--- src/rtl/flow_count_update_pkg.sv ---
// Shared definitions for the flow measurement path (count update and dump stages).
// Holds FSM/bank encodings and the default parameter set.
package flow_count_update_pkg;

    localparam int DEF_LENGTH_WIDTH  = 16;
    localparam int DEF_ID_WIDTH      = 12;
    localparam int DEF_COUNTER_WIDTH = 20;
    localparam int DEF_ID_READ_NUMBER = 7;
    localparam int DEF_EPOCH_CYCLES  = 1000;
    localparam int DEF_EPOCH_WIDTH   = 32;

    localparam int DROP_CNT_WIDTH = 16;
    localparam int NUM_BANKS      = 2;

    typedef enum logic [2:0] {
        S_IDLE,
        S_WAIT1,
        S_WAIT2,
        S_CALC,
        S_WRITE
    } state_t;

    typedef enum logic {
        BANK1 = 1'b0,
        BANK2 = 1'b1
    } bank_t;

endpackage

--- src/rtl/flow_count_update_epoch_timer.sv ---
// Free-running epoch timer: counts 0..C_EPOCH_CYCLES-1 and pulses tc on the last count.
module epoch_timer #(
    parameter int C_EPOCH_CYCLES = 1000,
    parameter int C_EPOCH_WIDTH  = 32
) (
    input  logic clk,
    input  logic rst,
    output logic tc
);

    localparam logic [C_EPOCH_WIDTH-1:0] LAST_COUNT = C_EPOCH_WIDTH'(C_EPOCH_CYCLES - 1);

    logic [C_EPOCH_WIDTH-1:0] count_reg;

    assign tc = !rst && (count_reg == LAST_COUNT);

    always_ff @(posedge clk) begin
        if (rst) begin
            count_reg <= '0;
        end else if (tc) begin
            count_reg <= '0;
        end else begin
            count_reg <= count_reg + C_EPOCH_WIDTH'(1);
        end
    end

endmodule

--- src/rtl/flow_count_update.sv ---
// Per-flow byte counter update: read-modify-write of a saturating counter into one of
// two ping-pong RAM banks; the banks swap each epoch so the idle one can be drained.
module flow_count_update
    import flow_count_update_pkg::*;
#(
    parameter int C_LENGTH_WIDTH  = DEF_LENGTH_WIDTH,
    parameter int C_ID_WIDTH      = DEF_ID_WIDTH,
    parameter int C_COUNTER_WIDTH = DEF_COUNTER_WIDTH,
    parameter int ID_READ_NUMBER  = DEF_ID_READ_NUMBER,
    // Must be >= 5*(ID_READ_NUMBER+1)+10 so a closed bank is drained within one epoch.
    parameter int C_EPOCH_CYCLES  = DEF_EPOCH_CYCLES,
    parameter int C_EPOCH_WIDTH   = DEF_EPOCH_WIDTH
) (
    input  logic                       clk,
    input  logic                       rst,
    input  logic                       in_valid,
    input  logic [C_ID_WIDTH-1:0]      in_id,
    input  logic [C_LENGTH_WIDTH-1:0]  in_length,
    output logic                       out_ready,
    output logic                       out_ram_en1a,
    output logic                       out_ram_en2a,
    output logic                       out_ram_regce1a,
    output logic                       out_ram_regce2a,
    output logic                       out_ram_wen1a,
    output logic                       out_ram_wen2a,
    output logic [C_ID_WIDTH-1:0]      out_ram_addr1a,
    output logic [C_ID_WIDTH-1:0]      out_ram_addr2a,
    output logic [C_COUNTER_WIDTH-1:0] out_ram_din1a,
    output logic [C_COUNTER_WIDTH-1:0] out_ram_din2a,
    input  logic [C_COUNTER_WIDTH-1:0] in_ram_dout1a,
    input  logic [C_COUNTER_WIDTH-1:0] in_ram_dout2a,
    output logic                       out_ready_read_1,
    output logic                       out_ready_read_2,
    output logic [DROP_CNT_WIDTH-1:0]  out_drop_cnt
);

    localparam logic [C_ID_WIDTH-1:0] MAX_ID = C_ID_WIDTH'(ID_READ_NUMBER);
    localparam int SUM_WIDTH = C_COUNTER_WIDTH + 1;

    state_t                      state_reg, state_next;
    bank_t                       bank_reg;
    bank_t                       bank_lat_reg;
    logic [C_ID_WIDTH-1:0]       id_reg;
    logic [C_LENGTH_WIDTH-1:0]   length_reg;
    logic [C_COUNTER_WIDTH-1:0]  sum_reg;
    logic                        swap_pending_reg;
    logic [DROP_CNT_WIDTH-1:0]   drop_cnt_reg;
    logic                        epoch_tc;

    logic idle;
    logic swap_take;
    logic ready;
    logic accept;
    logic rmw_start;
    logic drop;

    logic [C_COUNTER_WIDTH-1:0] dout_sel;
    logic [SUM_WIDTH-1:0]       sum_wide;
    logic [C_COUNTER_WIDTH-1:0] sat_sum;

    bank_t                      drive_bank;
    logic                       port_en;
    logic                       port_regce;
    logic                       port_wen;
    logic [C_ID_WIDTH-1:0]      port_addr;
    logic [C_COUNTER_WIDTH-1:0] port_din;

    logic [NUM_BANKS-1:0]       bank_en;
    logic [NUM_BANKS-1:0]       bank_regce;
    logic [NUM_BANKS-1:0]       bank_wen;
    logic [C_ID_WIDTH-1:0]      bank_addr [NUM_BANKS];
    logic [C_COUNTER_WIDTH-1:0] bank_din  [NUM_BANKS];

    epoch_timer #(
        .C_EPOCH_CYCLES (C_EPOCH_CYCLES),
        .C_EPOCH_WIDTH  (C_EPOCH_WIDTH)
    ) u_epoch_timer (
        .clk (clk),
        .rst (rst),
        .tc  (epoch_tc)
    );

    // A pending swap blocks acceptance so the bank flips between records, never mid-RMW.
    assign idle      = (state_reg == S_IDLE);
    assign swap_take = idle && swap_pending_reg;
    assign ready     = idle && !swap_pending_reg && !rst;
    assign accept    = in_valid && ready;
    assign rmw_start = accept && (in_id <= MAX_ID);
    assign drop      = accept && (in_id > MAX_ID);

    assign dout_sel = (bank_lat_reg == BANK2) ? in_ram_dout2a : in_ram_dout1a;
    assign sum_wide = {1'b0, dout_sel} + SUM_WIDTH'(length_reg);
    assign sat_sum  = sum_wide[C_COUNTER_WIDTH] ? '1 : sum_wide[C_COUNTER_WIDTH-1:0];

    always_ff @(posedge clk) begin
        if (rst) begin
            state_reg <= S_IDLE;
        end else begin
            state_reg <= state_next;
        end
    end

    always_comb begin
        state_next = state_reg;
        case (state_reg)
            S_IDLE:  if (rmw_start) state_next = S_WAIT1;
            S_WAIT1: state_next = S_WAIT2;
            S_WAIT2: state_next = S_CALC;
            S_CALC:  state_next = S_WRITE;
            S_WRITE: state_next = S_IDLE;
            default: state_next = S_IDLE;
        endcase
    end

    // Address and enables stay up through the wait states so the registered read holds.
    always_comb begin
        drive_bank = bank_lat_reg;
        port_en    = 1'b0;
        port_regce = 1'b0;
        port_wen   = 1'b0;
        port_addr  = '0;
        port_din   = '0;
        case (state_reg)
            S_IDLE: begin
                drive_bank = bank_reg;
                if (rmw_start) begin
                    port_en    = 1'b1;
                    port_regce = 1'b1;
                    port_addr  = in_id;
                end
            end
            S_WAIT1, S_WAIT2, S_CALC: begin
                port_en    = 1'b1;
                port_regce = 1'b1;
                port_addr  = id_reg;
            end
            S_WRITE: begin
                port_en    = 1'b1;
                port_regce = 1'b1;
                port_wen   = 1'b1;
                port_addr  = id_reg;
                port_din   = sum_reg;
            end
            default: ;
        endcase
        if (rst) begin
            port_en    = 1'b0;
            port_regce = 1'b0;
            port_wen   = 1'b0;
            port_addr  = '0;
            port_din   = '0;
        end
    end

    always_ff @(posedge clk) begin
        if (rst) begin
            bank_reg         <= BANK1;
            bank_lat_reg     <= BANK1;
            swap_pending_reg <= 1'b0;
            drop_cnt_reg     <= '0;
            id_reg           <= '0;
            length_reg       <= '0;
            sum_reg          <= '0;
        end else begin
            if (swap_take) begin
                bank_reg <= (bank_reg == BANK1) ? BANK2 : BANK1;
            end
            // A terminal count arriving as the swap is taken is absorbed, not queued.
            swap_pending_reg <= swap_take ? 1'b0 : (swap_pending_reg | epoch_tc);
            if (drop) begin
                drop_cnt_reg <= drop_cnt_reg + DROP_CNT_WIDTH'(1);
            end
            if (rmw_start) begin
                id_reg       <= in_id;
                length_reg   <= in_length;
                bank_lat_reg <= bank_reg;
            end
            if (state_reg == S_CALC) begin
                sum_reg <= sat_sum;
            end
        end
    end

    for (genvar gi = 0; gi < NUM_BANKS; gi++) begin : g_bank
        localparam bank_t GI_BANK = bank_t'(gi);
        logic sel;
        assign sel            = (drive_bank == GI_BANK);
        assign bank_en[gi]    = sel & port_en;
        assign bank_regce[gi] = sel & port_regce;
        assign bank_wen[gi]   = sel & port_wen;
        assign bank_addr[gi]  = sel ? port_addr : '0;
        assign bank_din[gi]   = sel ? port_din : '0;
    end

    assign out_ram_en1a    = bank_en[0];
    assign out_ram_en2a    = bank_en[1];
    assign out_ram_regce1a = bank_regce[0];
    assign out_ram_regce2a = bank_regce[1];
    assign out_ram_wen1a   = bank_wen[0];
    assign out_ram_wen2a   = bank_wen[1];
    assign out_ram_addr1a  = bank_addr[0];
    assign out_ram_addr2a  = bank_addr[1];
    assign out_ram_din1a   = bank_din[0];
    assign out_ram_din2a   = bank_din[1];

    assign out_ready        = ready;
    assign out_ready_read_1 = (bank_reg == BANK2);
    assign out_ready_read_2 = (bank_reg == BANK1);
    assign out_drop_cnt     = drop_cnt_reg;

endmodule
--- config.mk ---
export PLATFORM = sky130hd
export DESIGN_NAME = flow_count_update
export DESIGN_NICKNAME = d
export VERILOG_FILES = /design/src/rtl/flow_count_update_pkg.sv /design/src/rtl/flow_count_update_epoch_timer.sv /design/src/rtl/flow_count_update.sv
export SDC_FILE = /design/constraint.sdc
export NUM_CORES = 1
export LEC_CHECK = 0
export CAP_MARGIN = 20
export CORE_ASPECT_RATIO = 0.75
export CORE_MARGIN = 2
export CORE_UTILIZATION = 40
export CTS_BUF_LIST = sky130_fd_sc_hd__clkbuf_4 sky130_fd_sc_hd__clkbuf_8 sky130_fd_sc_hd__clkbuf_16
export CTS_CLUSTER_DIAMETER = 200
export CTS_CLUSTER_SIZE = 16
export DETAILED_ROUTE_END_ITERATION = 10
export PLACE_DENSITY = 0.72
export SYNTH_ARGS = -nofsm -noshare
export SYNTH_HDL_FRONTEND = slang
export SYNTH_SLANG_ARGS = --single-unit
--- constraint.sdc ---
create_clock -name clk -period 3.2 [get_ports clk]
set_input_delay 0.64 -clock clk [delete_from_list [all_inputs] [get_ports clk]]
set_output_delay 0.64 -clock clk [all_outputs]
set_load 0.005 [all_outputs]
# Yosys cells after proc, flatten, opt, wreduce, memory -nomap -nowiden
# Cells that the tools add are included.
classes:
  add_sub_neg: 3
  n_mul: 0
  div: 0
  order_cmp: 2
  eq_ne: 6
  n_shift: 0
  mux: 20
  n_bitwise: 7
  n_reduce_logical: 13
op_table:
  columns: ["operator", "count"]
  rows:
  - ["two-way mux 20 bit", 6]
  - ["two-way mux 12 bit", 4]
  - ["adder 32 x 1 -> 32 bit, second input constant", 1]
  - ["== test 32 x 10 -> 1 bit, second input constant", 1]
  - ["one-hot mux 12 bit (2 select lines)", 1]
  - ["adder 20 x 16 -> 21 bit", 1]
  - ["adder 16 x 1 -> 16 bit, second input constant", 1]
  - ["greater-than comparator 12 x 3 -> 1 bit, second input constant", 1]
  - ["less-or-equal comparator 12 x 3 -> 1 bit, second input constant", 1]
  - ["one-hot mux 3 bit (4 select lines)", 1]
  - ["logical AND 1 bit", 7]
  - ["== test 3 x 2 -> 1 bit, second input constant", 2]
  - ["two-way mux 1 bit", 6]
  - ["AND 1 bit", 4]
  - ["OR reduction 2 bit", 2]
  - ["OR reduction 4 bit", 1]
  - ["== test 3 x 1 -> 1 bit, second input constant", 1]
  - ["== test 3 bit, second input constant", 1]
  - ["logical NOT 3 bit", 1]
  - ["two-way mux 3 bit", 1]
  - ["logical NOT 1 bit", 2]
  - ["inequality test 2 x 1 -> 1 bit, second input constant", 1]
  - ["inverter 1 bit", 2]
  - ["one-hot mux 1 bit (2 select lines)", 1]
  - ["OR 1 bit", 1]
totals:
  regBits: 102
  latch_bits: 0
  mem_bits_rw: 0
  rom_bits: 0
  inputBits: 71
  out_inout_bits: 89
  elab_cells: 60
  n_memories: 0

# Depth between registers and ports, before layout
# Gate-level depths: netlist of the first run.
depth:
  word_depth: 9
  depth_mapped: 13
  depth_no_buf: 10

# Hierarchy
# Synthesis of the first run repeated with hierarchy kept, for this count alone.
hier_totals:
  hier_cells: 687
  hier_area_um2: 5828.1
by_module_without_submodules:
  columns: ["module", "n_inst", "cells_per_inst", "area_per_inst_um2", "seq_area_each_um2"]
  rows:
  - ["flow_count_update", 1, 495, 4185.3, 1401.3]
  - ["epoch_timer", 1, 192, 1642.8, 640.6]

# Least setup slack after synthesis of the first run
# No wires, ideal clock.
synth_path:
  kind: "register to register"
  startpoint: "register bank_lat_reg"
  endpoint: "register sum_reg[17]"
  arrival_time_ns: 3.184
  required_ns: 3.063
  slack_ns: -0.121
  path_stages_with_launch: 14
  path_buffers: 3
  period_less_slack_ns: 3.321
  cell_sequence: "dfxtp_1 -> buf_2 -> buf_1 -> mux2_2 -> ha_1 -> fa_1 -> a21o_1 -> a221oi_2 -> nand2b_1 -> o31ai_2 -> a31o_4 -> a21oi_4 -> buf_6 -> a211oi_1"
synth_between:
  elab_chain_len: 3
synth_lines:
  columns: ["element", "line_no", "rtl"]
  rows:
  - ["start, declared", "flow_count_update.sv:42", "bank_t bank_lat_reg;"]
  - ["start signal, assigned", "flow_count_update.sv:176", "bank_lat_reg <= bank_reg;"]
  - ["two-way mux 20 bit", "flow_count_update.sv:91", "assign dout_sel = (bank_lat_reg == BANK2) ? in_ram_dout2a : in_ram_dout1a;"]
  - ["adder 20 x 16 -> 21 bit", "flow_count_update.sv:92", "assign sum_wide = {1'b0, dout_sel} + SUM_WIDTH'(length_reg);"]
  - ["two-way mux 20 bit", "flow_count_update.sv:93", "assign sat_sum = sum_wide[C_COUNTER_WIDTH] ? '1 : sum_wide[C_COUNTER_WIDTH-1:0];"]
  - ["end signal, assigned", "flow_count_update.sv:179", "sum_reg <= sat_sum;"]
  - ["end, declared", "flow_count_update.sv:45", "logic [C_COUNTER_WIDTH-1:0] sum_reg;"]
# Every way passes these cells.
# A chain may end at the register's enable or synchronous reset.

# Worst setup path after layout of the first run
layout_path:
  startpoint: "register state_reg[0]"
  endpoint: "output port out_ram_addr1a[3]"
layout_between:
  elab_chain_len: 9
  word_cells_on_any_way: 15
  cone_classes: "4 x eq/ne; 5 x mux; 6 x reduce/logical"
layout_lines:
  columns: ["element", "line_no", "rtl"]
  rows:
  - ["start, declared", "flow_count_update.sv:40", "state_t state_reg, state_next;"]
  - ["start signal, assigned", "flow_count_update.sv:99", "state_reg <= state_next;"]
  - ["logical NOT 3 bit", "flow_count_update.sv:84, flow_count_update.sv:123", null]
  - ["logical AND 1 bit (2 in series)", "flow_count_update.sv:86", "assign ready = idle && !swap_pending_reg && !rst;"]
  - ["logical AND 1 bit", "flow_count_update.sv:87", "assign accept = in_valid && ready;"]
  - ["logical AND 1 bit", "flow_count_update.sv:88", "assign rmw_start = accept && (in_id <= MAX_ID);"]
  - ["two-way mux 12 bit", "flow_count_update.sv:126", "if (rmw_start) begin"]
  - ["one-hot mux 12 bit (2 select lines)", "flow_count_update.sv:123", "case (state_reg)"]
  - ["two-way mux 12 bit", "flow_count_update.sv:146", "if (rst) begin"]
  - ["two-way mux 12 bit (*)", "flow_count_update.sv:191", "assign bank_addr[gi] = sel ? port_addr : '0;"]
  - ["end, declared", "flow_count_update.sv:26", "output logic [C_ID_WIDTH-1:0] out_ram_addr1a,"]
# Mark *: on every way between the ends. The rest lies on a longest branch, timed or not.

==> qor.yml, run 1 <==
critical_path:
  start_kind: "register"
  worstPathRequired_ns: 2.56
  end_kind: "output port"
  crit_fanout: 7
  slowest_delay_ns: 0.53
  cp_top_family: "simple AND/OR/NAND/NOR gates"
  path_depth: 6
  arrival_ns: 2.48
  critical_path_class: "reg -> out"
  rr_worst_depth: 11
  crit_buf_inv: 2
  worstSetupStartpoint: "state_reg[0]"
  crit_chain: "or3_4 -> mux2i_1 -> buf_4 -> nand2_1 -> nor2_1 -> clkdlybuf4s50_1"
  r2r_start: "bank_lat_reg"
  cp_slowest_cell: "clkdlybuf4s50_1"
clocking:
  cts.sinks: 102
  cts_tree: "built"
  clk_path_buf_depth: 2
  clk_pin_slew_ns: 0.07
  cts-root-buf: "clkbuf_16"
  clk_latency_ns: 0.34
  cts_buffers: 9
  cts-hold-fix-buffers: 0
  cts_max_level: 3
status:
  outcome: "finished clean"
sta:
  setup_viol: 0
  fin_tns_setup_ns: 0
  slew-limit-headroom: 0.602
  max_freq_mhz: 321
  hold_viol: 0
  setup_slack_ns: 0.0837
  holdWs_ns: 0.449
  fin_crit_sh: 0.974
  worst_pin_slew_ns: 0.597
  slew_viol_final: 0
  clock-skew-final_ns: 0.00975
  min_period_ns: 3.12
detailed_routing:
  drc_errors: 0
  wire_per_inst_um: 14.7
  drt_iter0_drc: 307
  routed_wl_mm: 15.2
  drtPass1Iterations: 4
  viasPerCell: 5.06
  final_antenna_net_count: 0
  vias: 5208
final_layout:
  syn_to_final_growth_pct: 42.2
  finalNetCount: 939
  largest_reg_flops: 32
  fillers: 1233
  fin_area_um2: 7940
  antennaDiodeCount: 0
  drive_above_1_share: 0.132
yosys:
  syn_avg_cell_area_um2: 8.30
  synthArstFlopShare: 0
  synth_cell_type_count: 55
  ys_ff_latch: 102
  synthCells: 672
  synth_area_um2: 5580
  synth_ff_type: "dfxtp_1"
  synth_edf_count: 0
  ys_seq_area_frac: 0.366
  syn-num-nets: 762
  yosys_warnings: 0
floorplan:
  chipHeight_um: 106
  core_um2: 13700
  rows: 37
  ios: 160
  dieWidth_um: 140
  start_util: 0.409
  die_area_um2: 14900
global_routing:
  grt_pass1_wl_mm: 24.1
  grt_usage: 0.198
  grt_pass1_vias: 4831
  antenna_found_initial: 0
  grt_remaining_overflow: 0
  grt_start_max_net_pins: 48
power_and_ir_drop:
  power_uw: 2520
  power_leakage_uw: 0.00300
  power_density_nw_per_um2: 318
  ir_worst_vdd_uv: 280
placed_design:
  hpwlAfterDp_mm: 11.0
  gp_congestion: 0.922
  port_buffers: 159
  post_dp_cell_area_um2: 7520
  pre_cts_ws_ns: -0.535
worst_hold_path:
  hold_path.class: "reg -> reg"
  min_path_cells: 1
  holdCritStartpoint: "u_epoch_timer.count_reg[0]"
run:
  maxCapViolCount: 0
==> cell families after synthesis <==
group           after synthesis  share of synthesized area
flops                       102                      0.366
mux                          23                     0.0453
compound gates               93                      0.108
xor+xnor                     57                     0.0895
simple gates                334                      0.308
fa+ha+maj                    19                     0.0439
buf+inv                      44                     0.0392
==> cells in the mapped netlist, types with 7 or more instances <==
cell type  number  area, um2
dfxtp_1       102       2040
nor2_1        100        375
nand2_1        75        282
and2_1         52        325
xor2_1         42        368
a21oi_1        38        190
clkbuf_1       22       82.6
nand3_1        21        105
ha_1           18        225
mux2_2         18        203
a211oi_1       17        128
o21ai_0        15       75.1
xnor2_1        15        131
and3_1         12       75.1
nor3_1         12       60.1
nand4_1        11       68.8
or3_1           9       56.3
nand2b_1        8       50.1
nor4_1          8       50.1
inv_1           7       26.3
==> power breakdown <==
group / leakage [uW] / internal (uW) / total (uW) / switching [uW]
clock network: 0.000139 / 558 / 1040 / 479
logic: 0.00204 / 123 / 208 / 85.3
registers: 0.000822 / 1270 / 1280 / 4.79
==> layout make-up <==
type | instances | area (um2) | share of cell area
multi-input cells | 526 | 3410 | 0.430
flip-flops and latches | 102 | 2040 | 0.257
repair buffers | 203 | 1960 | 0.247
clock buffers | 11 | 246 | 0.0311
well taps | 175 | 219 | 0.0276
clock inverters | 5 | 35.0 | 0.00441
inverters | 7 | 26.3 | 0.00331
==> cells in the final DEF, fill, tap and decap left out, types with 4 or more instances in the layout <==
master	n
xor2_1	42
mux2i_1	5
nor2_1	99
clkbuf_16	10
dlymetal6s2s_1	6
a211oi_1	17
a21o_1	5
nor3b_1	4
dfxtp_1	101
a31oi_1	5
o21ai_0	12
clkdlybuf4s50_1	142
or3_1	8
and2_1	52
nand2b_1	7
a21oi_1	38
buf_4	38
nand4_1	11
and3_1	12
nor4_1	8
nor3_1	10
inv_1	7
xnor2_1	15
ha_1	17
buf_2	6
mux2_2	17
nand3_1	21
nand2_1	75
==> worst paths after layout <==
check,end,slack (ns)
max,out_ram_addr1a[3],0.08
max reg2reg,sum_reg[6],0.11
min reg2reg,u_epoch_timer.count_reg[0],0.45
min,u_epoch_timer.count_reg[0],0.45
==> per-layer routing <==
layer  GRT usage  share of wire  up-vias
li1            -              -     2652
met1       0.288           0.50     2395
met2       0.294           0.42      146
met3      0.0491          0.069       15
met4      0.0483          0.014        0
met5           0              0        -
==> what timing repair did <==
| action | in CTS | in global routing |
|---|---|---|
| cloned | 0 | 1 |
| setup buffers | 2 | 2 |
| pin swaps | 6 | 13 |
| endpoints found under the setup margin | 14 | 29 |
| resized for setup | 31 | 25 |
| endpoints found under the hold margin | 0 | 0 |
==> through the flow <==
step,util,std cells
after floorplan,-,672
after global placement,0.551,1008
after detailed placement,0.551,1008
after CTS,0.572,1026
after global routing,0.581,1029
final,0.581,1029
Note: power is estimated with default switching activity, not from simulation.
==> inputs of run 2 (changes only) <==
--- a/config.mk
+++ b/config.mk
@@ -5,6 +5,7 @@
 export SDC_FILE = /design/constraint.sdc
 export NUM_CORES = 1
 export LEC_CHECK = 0
+export ABC_AREA = 1
 export CAP_MARGIN = 20
 export CORE_ASPECT_RATIO = 0.75
 export CORE_MARGIN = 2
@@ -13,7 +14,8 @@
 export CTS_CLUSTER_DIAMETER = 200
 export CTS_CLUSTER_SIZE = 16
 export DETAILED_ROUTE_END_ITERATION = 10
-export PLACE_DENSITY = 0.72
+export PLACE_DENSITY = 0.67
+export REMOVE_ABC_BUFFERS = 1
 export SYNTH_ARGS = -nofsm -noshare
 export SYNTH_HDL_FRONTEND = slang
 export SYNTH_SLANG_ARGS = --single-unit
==> constraint.sdc (replaced) <==
create_clock -name clk -period 3.4 [get_ports clk]
set_input_delay 0.68 -clock clk [delete_from_list [all_inputs] [get_ports clk]]
set_output_delay 0.68 -clock clk [all_outputs]
set_load 0.005 [all_outputs]
==> run 2 against run 1 <==
Compared with the run above: first-iteration DRC count grew 55%; total power grew 2.0%; largest cell class unchanged; core utilization shrank 3.0 points; register-to-register slack gained 0.62 ns; clock skew is essentially flat; cell area grew 7.0%; final cell count grew 37%; routed wire length grew 23%; via count grew 29%; sequential share of layout area shrank 1.7 points; global-route usage grew 2.3 points; critical path type is now in -> out.
==> qor.yml, run 2 <==
clocking:
  cts_buffers: 9  # unchanged
  cts_tree: "built"
  cts-root-buf: "clkbuf_16"
  clk_latency_ns: 0.35  # about the same
  clk_pin_slew_ns: 0.07  # about the same
  clk_path_buf_depth: 2  # unchanged
  cts.sinks: 102  # unchanged
  cts-hold-fix-buffers: 0  # unchanged
  cts_max_level: 3  # unchanged
detailed_routing:
  final_antenna_net_count: 0  # unchanged
  drt_iter0_drc: 477  # +55%
  drtPass1Iterations: 6  # +2
  vias: 6713  # +29%
  drc_errors: 0  # unchanged
  wire_per_inst_um: 13.3  # -10%
  routed_wl_mm: 18.7  # +23%
  viasPerCell: 4.77  # -5.7%
yosys:
  synth_cell_type_count: 39  # -29%
  muxShareOfSynthArea: 0  # -0.0453
  ys_seq_area_frac: 0.320  # -0.0462
  synth_simple_gate_area_frac: 0.398  # +0.0900
  synth_most_common_cell: "nand2_1"
  synth_fa_ha_area_frac: 0.0384  # -0.00555
  synth_area_leader_cell: "dfxtp_1"
  ys_ff_latch: 102  # unchanged
  syn_avg_cell_area_um2: 6.11  # -26%
  synthTopCellsByArea: "dfxtp_1 32%, nand2_1 18%, nor2_1 11%"
  synth_top_family_by_area: "simple AND/OR/NAND/NOR gates"
  synthArstFlopShare: 0  # unchanged
  netlist.area_leader.share: 0.320  # -0.0462
  synth_edf_count: 0  # unchanged
  synth_ff_type: "dfxtp_1"
  yosys_warnings: 0  # unchanged
  synth_common_cells: "299 x nand2_1, 190 x nor2_1, 130 x inv_1"
  synth_area_um2: 6390  # +14%
  synth_xor_area_frac: 0.0425  # -0.0470
  synth_compound_area_frac: 0.0925  # -0.0156
  synthCells: 1046  # +56%
sta:
  hold_viol: 0  # unchanged
  rsz0062_at_grt: "true"
  slew-limit-headroom: 0.593  # -0.00861
  min_period_ns: 3.32
  clock-skew-final_ns: 0.00971  # -0.0000419 ns
  worst_pin_slew_ns: 0.608  # +0.0107 ns
  max_freq_mhz: 301
  fin_crit_sh: 0.976
  slew_viol_final: 0  # unchanged
  setup_viol: 0  # unchanged
  holdWs_ns: 0.442  # -0.00756 ns
floorplan:
  die_area_um2: 17000  # +14%
  start_util: 0.414  # +0.00562
  chipHeight_um: 113  # +6.7%
  dieWidth_um: 150  # +6.8%
  rows: 39  # +5.4%
  ios: 160  # unchanged
  core_um2: 15400  # +13%
global_routing:
  met3_usage: 0.0432  # -0.00590
  grt_usage: 0.221  # +0.0230
  grt_pass1_vias: 5989  # +24%
  antenna_found_initial: 0  # unchanged
  globalRoute.busiestLayer: "met1"
  grt_pass1_wl_mm: 30.2  # +25%
  grt_start_max_net_pins: 37  # -23%
  grt_remaining_overflow: 0  # unchanged
  use_met1: 0.351  # +0.0625
  met2_usage: 0.306  # +0.0115
critical_path:
  critical_path_class: "in -> out"
  arrival_ns: 2.64  # +0.16 ns
  crit_fanout: 6  # -1
  worstPathRequired_ns: 2.72  # +0.16 ns
  end_kind: "output port"
  rr_worst_depth: 13  # +2
  start_kind: "input port"
worst_hold_path:
  min_path_cells: 2  # +1
  hold_path.class: "reg -> reg"
status:
  outcome: "finished clean"
placed_design:
  gp_congestion: 0.952  # +3.3%
  hpwlAfterDp_mm: 14.6  # +32%
  port_buffers: 159  # unchanged
  post_dp_cell_area_um2: 8160  # +8.5%
power_and_ir_drop:
  power_density_nw_per_um2: 303  # -4.7%
  ir_worst_vdd_uv: 240  # -14%
  power_leakage_uw: 0.00356  # +19%
final_layout:
  antennaDiodeCount: 0  # unchanged
  drive_above_1_share: 0.0499  # -0.0824
  layout_commonest_cell: "nand2_1"
  layout_common_cells: "298 x nand2_1, 190 x nor2_1, 156 x clkdlybuf4s50_1"
  largest_reg_flops: 32  # unchanged
  postLayoutCoreUtil: 0.551  # -0.0303
  fin_area_um2: 8490  # +7.0%
  finalNetCount: 1287  # +37%
  syn_to_final_growth_pct: 33.0
run:
  maxCapViolCount: 0  # unchanged
-- run 2: cell count changes after synthesis, sizes merged, moves of 11 or more --
| cell | delta |
|---|---|
| nand2 | +226 |
| inv | +128 |
| nor2 | +94 |
| and2 | -51 |
| nand3 | +35 |
| a21oi | +32 |
| o21ai | +26 |
| xor2 | -25 |
| mux2 | -18 |
| a211oi | -16 |
| clkbuf | -13 |
| nor3 | +13 |
| and3 | -11 |
-- run 2: cells by family after synthesis --
kind of cell / count (synthesis)
simple gates: 611
buf+inv: 168
compound gates: 115
flops: 102
xor+xnor: 31
fa+ha+maj: 19
-- run 2: power breakdown --
group | switching (uW) | internal (uW) | total (uW)
Sequential | 10.1 | 1200 | 1210
Clock | 489 | 582 | 1070
Combinational | 158 | 132 | 290
-- run 2: layout make-up --
| cell class | instances | area [um2] |
|---|---|---|
| fill | 1582 | 6930 |
| sequential | 102 | 2040 |
| multi-input combinational | 776 | 3670 |
| clock inverter | 7 | 80.1 |
| timing repair buffer | 173 | 1720 |
| inverter | 135 | 507 |
| clock buffer | 9 | 225 |
| tap | 205 | 256 |
-- run 2: final timing paths --
kind	start	endpoint	slack [ns]
hold reg to reg	id_reg[9]	id_reg[9]	0.44
setup reg to reg	bank_lat_reg	sum_reg[14]	0.73
hold / removal	id_reg[9]	id_reg[9]	0.44
setup / recovery	in_id[4]	out_ram_addr1a[2]	0.08
-- run 2: critical path: stages --
cell and delay [ns]:
clkdlybuf4s50_1 0.40, nor2_1 0.10, nand2_1 0.07, nor3_2 0.13, nand3_2 0.14, nor2_4 0.29
nand2_1 0.11, nand2_1 0.07, nand2_1 0.06, nor2_1 0.09, clkdlybuf4s50_1 0.50
-- run 2: what timing repair did --
item | 4_1_cts | 5_1_grt
buffers inserted | 0 | 1
gates resized for setup | 1 | 8
pin swaps | 0 | 3
setup endpoints to repair | 20 | 30
-- run 2: metrics by stage --
stage	setup TNS (ns)	worst slack (ns)	power, uW	instances
CTS	0	0.0367	2600	1406
global route	-0.349	-0.0695	2670	1407
detailed placement	-1.10	-0.0757	1530	1390
global placement	0	0.0587	1530	1390
finish	0	0.0817	2570	1407
floorplan	0	0.687	1360	1013
-- run 2: per-layer routing --
layer	wire length, um	up-vias	share of wire
met1	9850	2916	0.53
met3	1500	12	0.080
met4	195	0	0.010
met5	0	-	0
li1	-	3567	-
met2	7110	218	0.38
